`config.mk`:
```
export PLATFORM = sky130hd
export DESIGN_NAME = product_accumulator
export DESIGN_NICKNAME = d
export VERILOG_FILES = /design/src/rtl/product_accumulator.sv
export SDC_FILE = /design/constraint.sdc
export NUM_CORES = 1
export LEC_CHECK = 0
export CAP_MARGIN = 25
export CORE_UTILIZATION = 47
export DETAILED_ROUTE_END_ITERATION = 16
export PLACE_DENSITY = 0.86
export REMOVE_ABC_BUFFERS = 1
export SYNTH_ARGS = -nofsm -noshare
export SYNTH_HDL_FRONTEND = slang
export SYNTH_SLANG_ARGS = --single-unit
```
`constraint.sdc`:
```
create_clock -name clk -period 2.8 [get_ports clk]
set_clock_uncertainty 0.1 [all_clocks]
set_input_delay 0.42 -clock clk [delete_from_list [all_inputs] [get_ports clk]]
set_output_delay 0.42 -clock clk [all_outputs]
set_load 0.02 [all_outputs]
```
`src/rtl/product_accumulator.sv`:
```
// Saturating multiply-accumulate back end: sums a batch of COUNT unsigned
// products from the 2-bit multiplier and reports the total with a done pulse.
module product_accumulator #(
    parameter int ACC_WIDTH = 8,
    parameter int COUNT     = 4
) (
    input  logic                 clk,
    input  logic                 reset,
    input  logic                 start,
    input  logic                 in_valid,
    input  logic [3:0]           prod,
    output logic                 in_ready,
    output logic [ACC_WIDTH-1:0] sum,
    output logic [7:0]           count,
    output logic                 busy,
    output logic                 done,
    output logic                 overflow
);

    typedef enum logic [1:0] {
        IDLE = 2'd0,
        ACC  = 2'd1,
        DONE = 2'd2
    } state_t;

    state_t               state_q, state_d;
    logic [ACC_WIDTH-1:0] sum_q, sum_d;
    logic [7:0]           count_q, count_d;
    logic                 overflow_q, overflow_d;
    logic [ACC_WIDTH:0]   sum_ext;
    logic [7:0]           count_inc;

    always_ff @(posedge clk) begin
        if (reset) begin
            state_q    <= IDLE;
            sum_q      <= '0;
            count_q    <= '0;
            overflow_q <= 1'b0;
        end else begin
            state_q    <= state_d;
            sum_q      <= sum_d;
            count_q    <= count_d;
            overflow_q <= overflow_d;
        end
    end

    // One extra bit on the adder exposes the carry used for saturation.
    always_comb begin
        sum_ext    = {1'b0, sum_q} + {{(ACC_WIDTH - 3){1'b0}}, prod};
        count_inc  = count_q + 8'd1;
        state_d    = state_q;
        sum_d      = sum_q;
        count_d    = count_q;
        overflow_d = overflow_q;
        case (state_q)
            IDLE: begin
                if (start) begin
                    state_d    = ACC;
                    sum_d      = '0;
                    count_d    = '0;
                    overflow_d = 1'b0;
                end
            end
            ACC: begin
                if (in_valid) begin
                    count_d = count_inc;
                    if (sum_ext[ACC_WIDTH]) begin
                        sum_d      = '1;
                        overflow_d = 1'b1;
                    end else begin
                        sum_d = sum_ext[ACC_WIDTH-1:0];
                    end
                    if (count_inc == 8'(COUNT)) begin
                        state_d = DONE;
                    end
                end
            end
            DONE: begin
                state_d = IDLE;
            end
            default: begin
                state_d = IDLE;
            end
        endcase
    end

    assign in_ready = (state_q == ACC);
    assign busy     = (state_q != IDLE);
    assign done     = (state_q == DONE);
    assign sum      = sum_q;
    assign count    = count_q;
    assign overflow = overflow_q;

endmodule

```
==> Flow_metrics.wiki, run 1 <==
{| class="wikitable"
! Metric !! Value
|-
| Vias in the first global route || 1089
|-
| RePlAce Congestion || 0.854
|-
| Area of the multi-input gates || 737 um^2
|-
| Count of cell types in the netlist || 46
|-
| Number of rows in the core area || 18
|-
| Antenna violations before repair || 0
|-
| Relative slew slack || 53.8%
|-
| Number of synthesized register bits || 19
|-
| Minimum hold slack || 0.415 ns
|-
| Resize count post-CTS || 0
|-
| Instance count of the mapped netlist || 150
|-
| Total placed cells including tap cells || 199
|-
| Final total negative setup slack || 0 ns
|-
| Buffer count from post-CTS setup fixing || 0
|-
| RSZ-0062 raised after global routing || false
|-
| Combinational cell fraction of total power || 16.6%
|-
| CTS Sinks || 19
|-
| Clock tree from TritonCTS || yes
|-
| Width of the die || 52.8 um
|-
| Vias per std cell || 6.02
|-
| Sum of net half-perimeters after detailed placement || 2200 um
|-
| Initial Util || 49.3%
|-
| Fill cell instance count of the final layout || 244
|-
| Cell-internal power || 0.366 mW
|-
| Actual transition at the worst max-transition pin || 0.691 ns
|-
| Latest clock arrival within the worst-skew pair || 0.29 ns
|-
| Hold-fix buffer count after cts || 0
|-
| Result of the run || complete, no violations
|-
| Sw Ratio || 26.9%
|-
| Routed wire length || 2990 um
|-
| Portion of total power attributed to the clock network || 27.3%
|-
| Cell chosen for the clock root || clkbuf_4
|-
| Chip Height || 52.8 um
|-
| Area added between synthesis and finish || 22.0%
|-
| Post-synth top flop || dfxtp_1
|-
| Final Cycle Share || 84.6%
|-
| Number of enable-type register cells in the synthesized netlist || 0
|-
| Asr flop ratio synth || 0%
|-
| Element type at the critical path end || flop
|-
| PwrDens || 339 nW/um^2
|-
| Number of warnings reported in the yosys synthesis log || 0
|-
| Highest achievable clock rate || 0.422 GHz
|-
| Required time of the critical path || 2.89 ns
|-
| Series of cell instances along the critical path || clkdlybuf4s50_1, ha_1, inv_1, fa_1, nand2b_1, a21oi_1, nand3_1, a221oi_1
|-
| Cell area after technology mapping || 1210 um^2
|-
| Detailed Routing Iterations Pass 1 || 4
|-
| First DRT Iteration DRCs || 29
|-
| Reported leakage power || 0.530 nW
|-
| Register area || 380 um^2
|-
| Syn_area_per_cell || 8.07 um^2
|-
| Worst stage delay on the critical path || 0.46 ns
|-
| Remaining antenna violation count || 0
|-
| Total overflow reported by the global router || 0
|-
| Data arrival time at the worst-slack endpoint || 2.46 ns
|-
| Seq/Total Area, Yosys || 31.4%
|-
| Maximum number of pins on one net before global-route repair || 20
|-
| Via count || 1222
|-
| Worst-case clock buffer depth || 2
|-
| NetSw || 0.135 mW
|-
| Slowest cell on crit path || clkdlybuf4s50_1
|-
| Number of ports placed on the die boundary || 28
|-
| # port buffers || 27
|-
| Final hold violation count || 0
|-
| Peak fanout along the critical path || 6
|-
| Core Area || 2450 um^2
|-
| Max-cap check violation count || 0
|-
| Fin nets || 189
|-
| Final routed wire length divided by cell count || 14.7 um
|-
| Clock-pin transition on the worst setup and hold timing paths || 0.10 ns
|-
| Post-route DRC || 0
|-
| Area of the die || 2780 um^2
|-
| Post-layout power || 0.501 mW
|-
| Total inserted antenna cells || 0
|-
| Relative contribution of sequential cells to total power || 56.0%
|-
| Ratio of cells with drive above 1 in the final layout || 5.78%
|-
| Global-route wire length before repair || 4810 um
|-
| Minimum clock period || 2.37 ns
|-
| Crit path kind || in -> reg
|-
| Hold crit path type || reg -> reg
|-
| Final cell count without fillers || 203
|-
| CTS H-tree lvls || 1
|-
| Worst IR drop on VDD || 0.210 mV
|-
| Max Transition Viols Final || 0
|-
| Setup-failing EPs final || 0
|-
| Cts bufs inserted || 3
|-
| Type of element launching the critical path || input pin
|-
| Global-route usage over all layers || 23.1%
|}
layout make-up:
cell class / instances / share of cell area [%]
multi-input cells: 116 / 49.9
inverters: 7 / 1.78
clock buffers: 4 / 1.78
flip-flops and latches: 19 / 25.7
well taps: 30 / 2.54
repair buffers: 27 / 18.3
per-stage QoR:
step | setup slack, ns | instance area, um^2 | util (%)
6_report | 0.431 | 1480 | 60.2
4_1_cts | 0.424 | 1480 | 60.2
3_5_place_dp | 0.111 | 1450 | 59.1
5_1_grt | 0.284 | 1480 | 60.2
2_1_floorplan | 0.719 | 1140 | -
3_3_place_gp | 0.212 | 1450 | 59.1
cell usage after synthesis, types with 2 or more instances:
cell type,number,area [um^2]
a211oi_1,3,22.5
a21o_1,2,15.0
a21oi_1,18,90.1
a22oi_1,3,22.5
a31oi_1,3,18.8
a32oi_1,2,17.5
and3_1,3,18.8
buf_4,3,22.5
buf_6,2,22.5
dfxtp_1,19,380
ha_1,6,75.1
inv_1,7,26.3
nand2_1,12,45.0
nand2b_1,3,18.8
nand3_1,7,35.0
nand3b_1,2,15.0
nand4b_1,2,17.5
nor2_1,15,56.3
nor2b_1,2,12.5
nor3_1,5,25.0
o211ai_1,2,15.0
o21ai_0,5,25.0
placed cells by master, fill, tap and decap left out, types with 2 or more instances in the layout:
cell             instances
clkdlybuf4s50_1         27
dfxtp_1                 19
a21oi_1                 18
nor2_1                  15
nand2_1                 12
inv_1                    7
nand3_1                  7
ha_1                     6
o21ai_0                  5
nor3_1                   5
and3_1                   3
nand2b_1                 3
a211oi_1                 3
a22oi_1                  3
a31oi_1                  3
clkbuf_4                 3
nor2b_1                  2
a21o_1                   2
nand3b_1                 2
nand4b_1                 2
o211ai_1                 2
a32oi_1                  2
metal layers:
| layer | vias up | wire length (um) | track usage (%) |
|---|---|---|---|
| met1 | 579 | 1280 | 28.4 |
| met3 | 6 | 131 | 2.61 |
| li1 | 597 | - | - |
| met4 | 0 | 42 | 5.70 |
| met2 | 40 | 1530 | 42.0 |
| met5 | - | 0 | 0 |
registers in the layout (all words and copies together) (netlist names):
register and cells:
count 8, sum 8, state_q 2, overflow 1
logic make-up after synthesis:
group           synth area share (%)
xor+xnor                        1.45
mux                             1.24
flops                           31.4
compound gates                  24.6
simple gates                    25.7
fa+ha+maj                       7.85
buf+inv                         7.75
worst max-delay path: cells and delay by family:
| family | cells | cell delay, ns |
|---|---|---|
| AOI/OAI and AO/OA | 2 | 0.54 |
| adders and majority gates | 2 | 0.54 |
| and+or+nand+nor | 2 | 0.44 |
| buffers and inverters | 2 | 0.52 |
power by group through the flow:
| stage | clock, mW | sequential, mW | combinational (mW) |
|---|---|---|---|
| after floorplan | 0 | 0.290 | 0.0426 |
| after CTS | 0.138 | 0.281 | 0.0832 |
| after global placement | 0 | 0.286 | 0.0799 |
| after global routing | 0.151 | 0.281 | 0.0920 |
| after detailed placement | 0 | 0.287 | 0.0829 |
| final | 0.137 | 0.281 | 0.0833 |
final timing paths:
path,startpoint,end,slack (ns),depth (start not counted)
hold / removal,overflow$_SDFFE_PP0P_,overflow$_SDFFE_PP0P_,0.41,2
hold reg to reg,overflow$_SDFFE_PP0P_,overflow$_SDFFE_PP0P_,0.41,2
setup reg to reg,sum[0]$_SDFFE_PP0P_,overflow$_SDFFE_PP0P_,0.62,7
setup / recovery,prod[0],overflow$_SDFFE_PP0P_,0.43,8
(Power assumes the default switching activity.)
==> inputs of run 2 (changes only) <==
clock period = 2.3 ns   (was 2.8 ns; I/O delays follow)
==> run 2 against run 1 <==
  * Worst setup slack got worse by 0.26 ns
  * Routed wire length shrank 0.33%
  * Non-clock buffer count increased by 3
  * Critical path type unchanged
  * Critical endpoint is now sum[6]$_SDFFE_PP0P_
  * Sequential share of layout area down 0.47 points
  * Largest power group unchanged
  * Die area unchanged
  * Sequential power rose by 22%
==> Flow_metrics.wiki, run 2 (synthesis results as in run 1) <==
{| class="wikitable"
! Metric !! Value
|-
| PwrDens || 408 nW/um^2 (+20%)
|-
| Startpoint of the worst-slack reg-to-reg timing path || sum[0]$_SDFFE_PP0P_
|-
| Vias per std cell || 5.90 (-2.0%)
|-
| Global-route wire length before repair || 4930 um (+2.4%)
|-
| Total inserted antenna cells || 0 (unchanged)
|-
| Met1 track demand over resource in global routing || 27.4% (-1.1 points)
|-
| Sum of net half-perimeters after detailed placement || 2240 um (+1.5%)
|-
| Final Cycle Share || 92.6%
|-
| Total overflow reported by the global router || 0 (unchanged)
|-
| Chip Height || 52.8 um (unchanged)
|-
| Area after DPL || 1470 um^2 (+1.6%)
|-
| First DRT Iteration DRCs || 25 (-14%)
|-
| Worst-case clock buffer depth || 2 (unchanged)
|-
| Reported leakage power || 0.545 nW (+3.0%)
|-
| Number of rows in the core area || 18 (unchanged)
|-
| Via count || 1215 (-0.57%)
|-
| Type of element launching the critical path || input pin
|-
| Hold crit path type || reg -> reg
|-
| Fin nets || 192 (+1.6%)
|-
| Peak fanout along the critical path || 4 (-2)
|-
| Clock-pin transition on the worst setup and hold timing paths || 0.11 ns (about the same)
|-
| Element type at the critical path end || flop
|-
| Relative slew slack || 53.0% (-0.80 points)
|-
| Minimum clock period || 2.13 ns
|-
| CTS H-tree lvls || 1 (unchanged)
|-
| Post-place setup slack || -0.195 ns (-0.306 ns)
|-
| Worst hold start || overflow$_SDFFE_PP0P_
|-
| Antenna violations before repair || 0 (unchanged)
|-
| Actual transition at the worst max-transition pin || 0.703 ns (+0.0120 ns)
|-
| Global-route usage over all layers || 23.9% (+0.84 points)
|-
| Reg-to-reg critical path endpoint || sum[6]$_SDFFE_PP0P_
|-
| Final routed wire length divided by cell count || 14.5 um (-1.8%)
|-
| Crit path kind || in -> reg
|-
| Worst hold stages || 2 (unchanged)
|-
| R2R Setup Slk || 0.32 ns (-0.30 ns)
|-
| Commonest non-fill, non-tap cells in the layout || 27 x clkdlybuf4s50_1, 19 x dfxtp_1, 17 x a21oi_1
|-
| Detailed Routing Iterations Pass 1 || 4 (unchanged)
|-
| Final total negative setup slack || 0 ns (unchanged)
|-
| Area added between synthesis and finish || 24.3%
|-
| Core Area || 2450 um^2 (unchanged)
|-
| Area of the die || 2780 um^2 (unchanged)
|-
| Latest clock arrival within the worst-skew pair || 0.29 ns (about the same)
|-
| Maximum number of pins on one net before global-route repair || 20 (unchanged)
|-
| CTS Sinks || 19 (unchanged)
|-
| Cts bufs inserted || 3 (unchanged)
|-
| Vias in the first global route || 1193 (+9.6%)
|-
| Highest achievable clock rate || 0.470 GHz
|-
| Max-cap check violation count || 0 (unchanged)
|-
| Global-route met2 utilization || 44.1% (+2.1 points)
|-
| Required time of the critical path || 2.36 ns (-0.53 ns)
|-
| Width of the die || 52.8 um (unchanged)
|-
| Final setup slack of the worst path || 0.171 ns (-0.259 ns)
|-
| Most used routing layer in global routing || met2
|-
| Met3 Use GR || 4.06% (+1.4 points)
|-
| Max Transition Viols Final || 0 (unchanged)
|-
| Remaining antenna violation count || 0 (unchanged)
|-
| Final hold violation count || 0 (unchanged)
|-
| Number of ports placed on the die boundary || 28 (unchanged)
|-
| RSZ-0062 raised after global routing || false
|-
| Worst IR drop on VDD || 0.349 mV (+66%)
|-
| # port buffers || 27 (unchanged)
|-
| Slowest cell on crit path || clkdlybuf4s50_1
|-
| Worst stage delay on the critical path || 0.47 ns (about the same)
|-
| Setup-failing EPs final || 0 (unchanged)
|-
| Cell area after layout || 1510 um^2 (+1.9%)
|-
| Clock tree from TritonCTS || yes
|-
| Initial Util || 49.3% (unchanged)
|-
| Routed wire length || 2980 um (-0.33%)
|-
| RePlAce Congestion || 0.813 (-4.8%)
|-
| Most common library cell in the layout ignoring fill and taps || clkdlybuf4s50_1
|-
| Hold-critical path endpoint || overflow$_SDFFE_PP0P_
|-
| Series of cell instances along the critical path || clkdlybuf4s50_1, ha_1, inv_1, fa_1, nand2b_1, a21oi_2, nand4b_1, a21oi_1, nor3_1
|-
| Cell chosen for the clock root || clkbuf_4
|-
| Data arrival time at the worst-slack endpoint || 2.19 ns (-0.27 ns)
|-
| Result of the run || complete, no violations
|-
| Number of cells traversed by the worst register-to-register path || 8 (+1)
|-
| Post-route DRC || 0 (unchanged)
|-
| Ratio of cells with drive above 1 in the final layout || 8.52% (+2.7 points)
|}
-- run 2: cell types whose count changed in the layout (fill, tap and decap cells not counted), sizes merged --
cell,delta
buf,+3
clkbuf,-1
clkinv,+1
-- run 2: worst max-delay path, delay by kind of cell --
family                     cells  cell delay (ns)
buffers and inverters          2             0.53
adders and majority gates      2             0.54
and+or+nand+nor                3             0.38
AOI/OAI and AO/OA              2             0.41
-- run 2: worst max-delay path by stage --
stage | slack [ns] | to | cells after the start | startpoint
finish | 0.17 | sum[6]$_SDFFE_PP0P_ | 9 | prod[0]
global placement | -0.10 | sum[3]$_SDFFE_PP0P_ | 9 | prod[0]
global route | 0.07 | sum[3]$_SDFFE_PP0P_ | 9 | prod[0]
CTS | 0.12 | sum[6]$_SDFFE_PP0P_ | 9 | prod[0]
floorplan | 0.22 | overflow$_SDFFE_PP0P_ | 7 | sum[0]$_SDFFE_PP0P_
detailed placement | -0.20 | sum[6]$_SDFFE_PP0P_ | 9 | prod[0]
-- run 2: power breakdown --
part	internal, mW	total (mW)	switching (mW)	leakage [nW]
combinational	0.0463	0.104	0.0578	0.374
sequential	0.334	0.342	0.00740	0.154
clock	0.0647	0.169	0.104	0.0177
-- run 2: layer usage --
layer	vias to the layer above	routed length [um]
met5	-	0
met4	0	31
met3	4	118
met2	34	1530
met1	570	1300
li1	607	-
-- run 2: what timing repair did --
action | 4_1_cts | 5_1_grt
hold buffers | 0 | 0
setup buffers | 0 | 0
gates resized for setup | 0 | 1
setup endpoints to repair | 0 | 4
-- run 2: stage by stage --
stage               utilization [%]  power, mW  instances  hold slack [ns]
floorplan                         -      0.404        142            0.314
global placement               60.0      0.448        202            0.375
detailed placement             60.0      0.452        202            0.379
CTS                            61.2      0.617        206            0.396
global route                   61.3      0.640        206            0.429
finish                         61.3      0.615        206            0.395
-- run 2: area by class of cell --
class / instances / area [um^2]
fill: 231 / 950
multi-input combinational: 116 / 741
sequential: 19 / 380
timing repair buffer: 30 / 293
tap: 30 / 37.5
inverter: 7 / 26.3
clock buffer: 3 / 22.5
clock inverter: 1 / 5.00
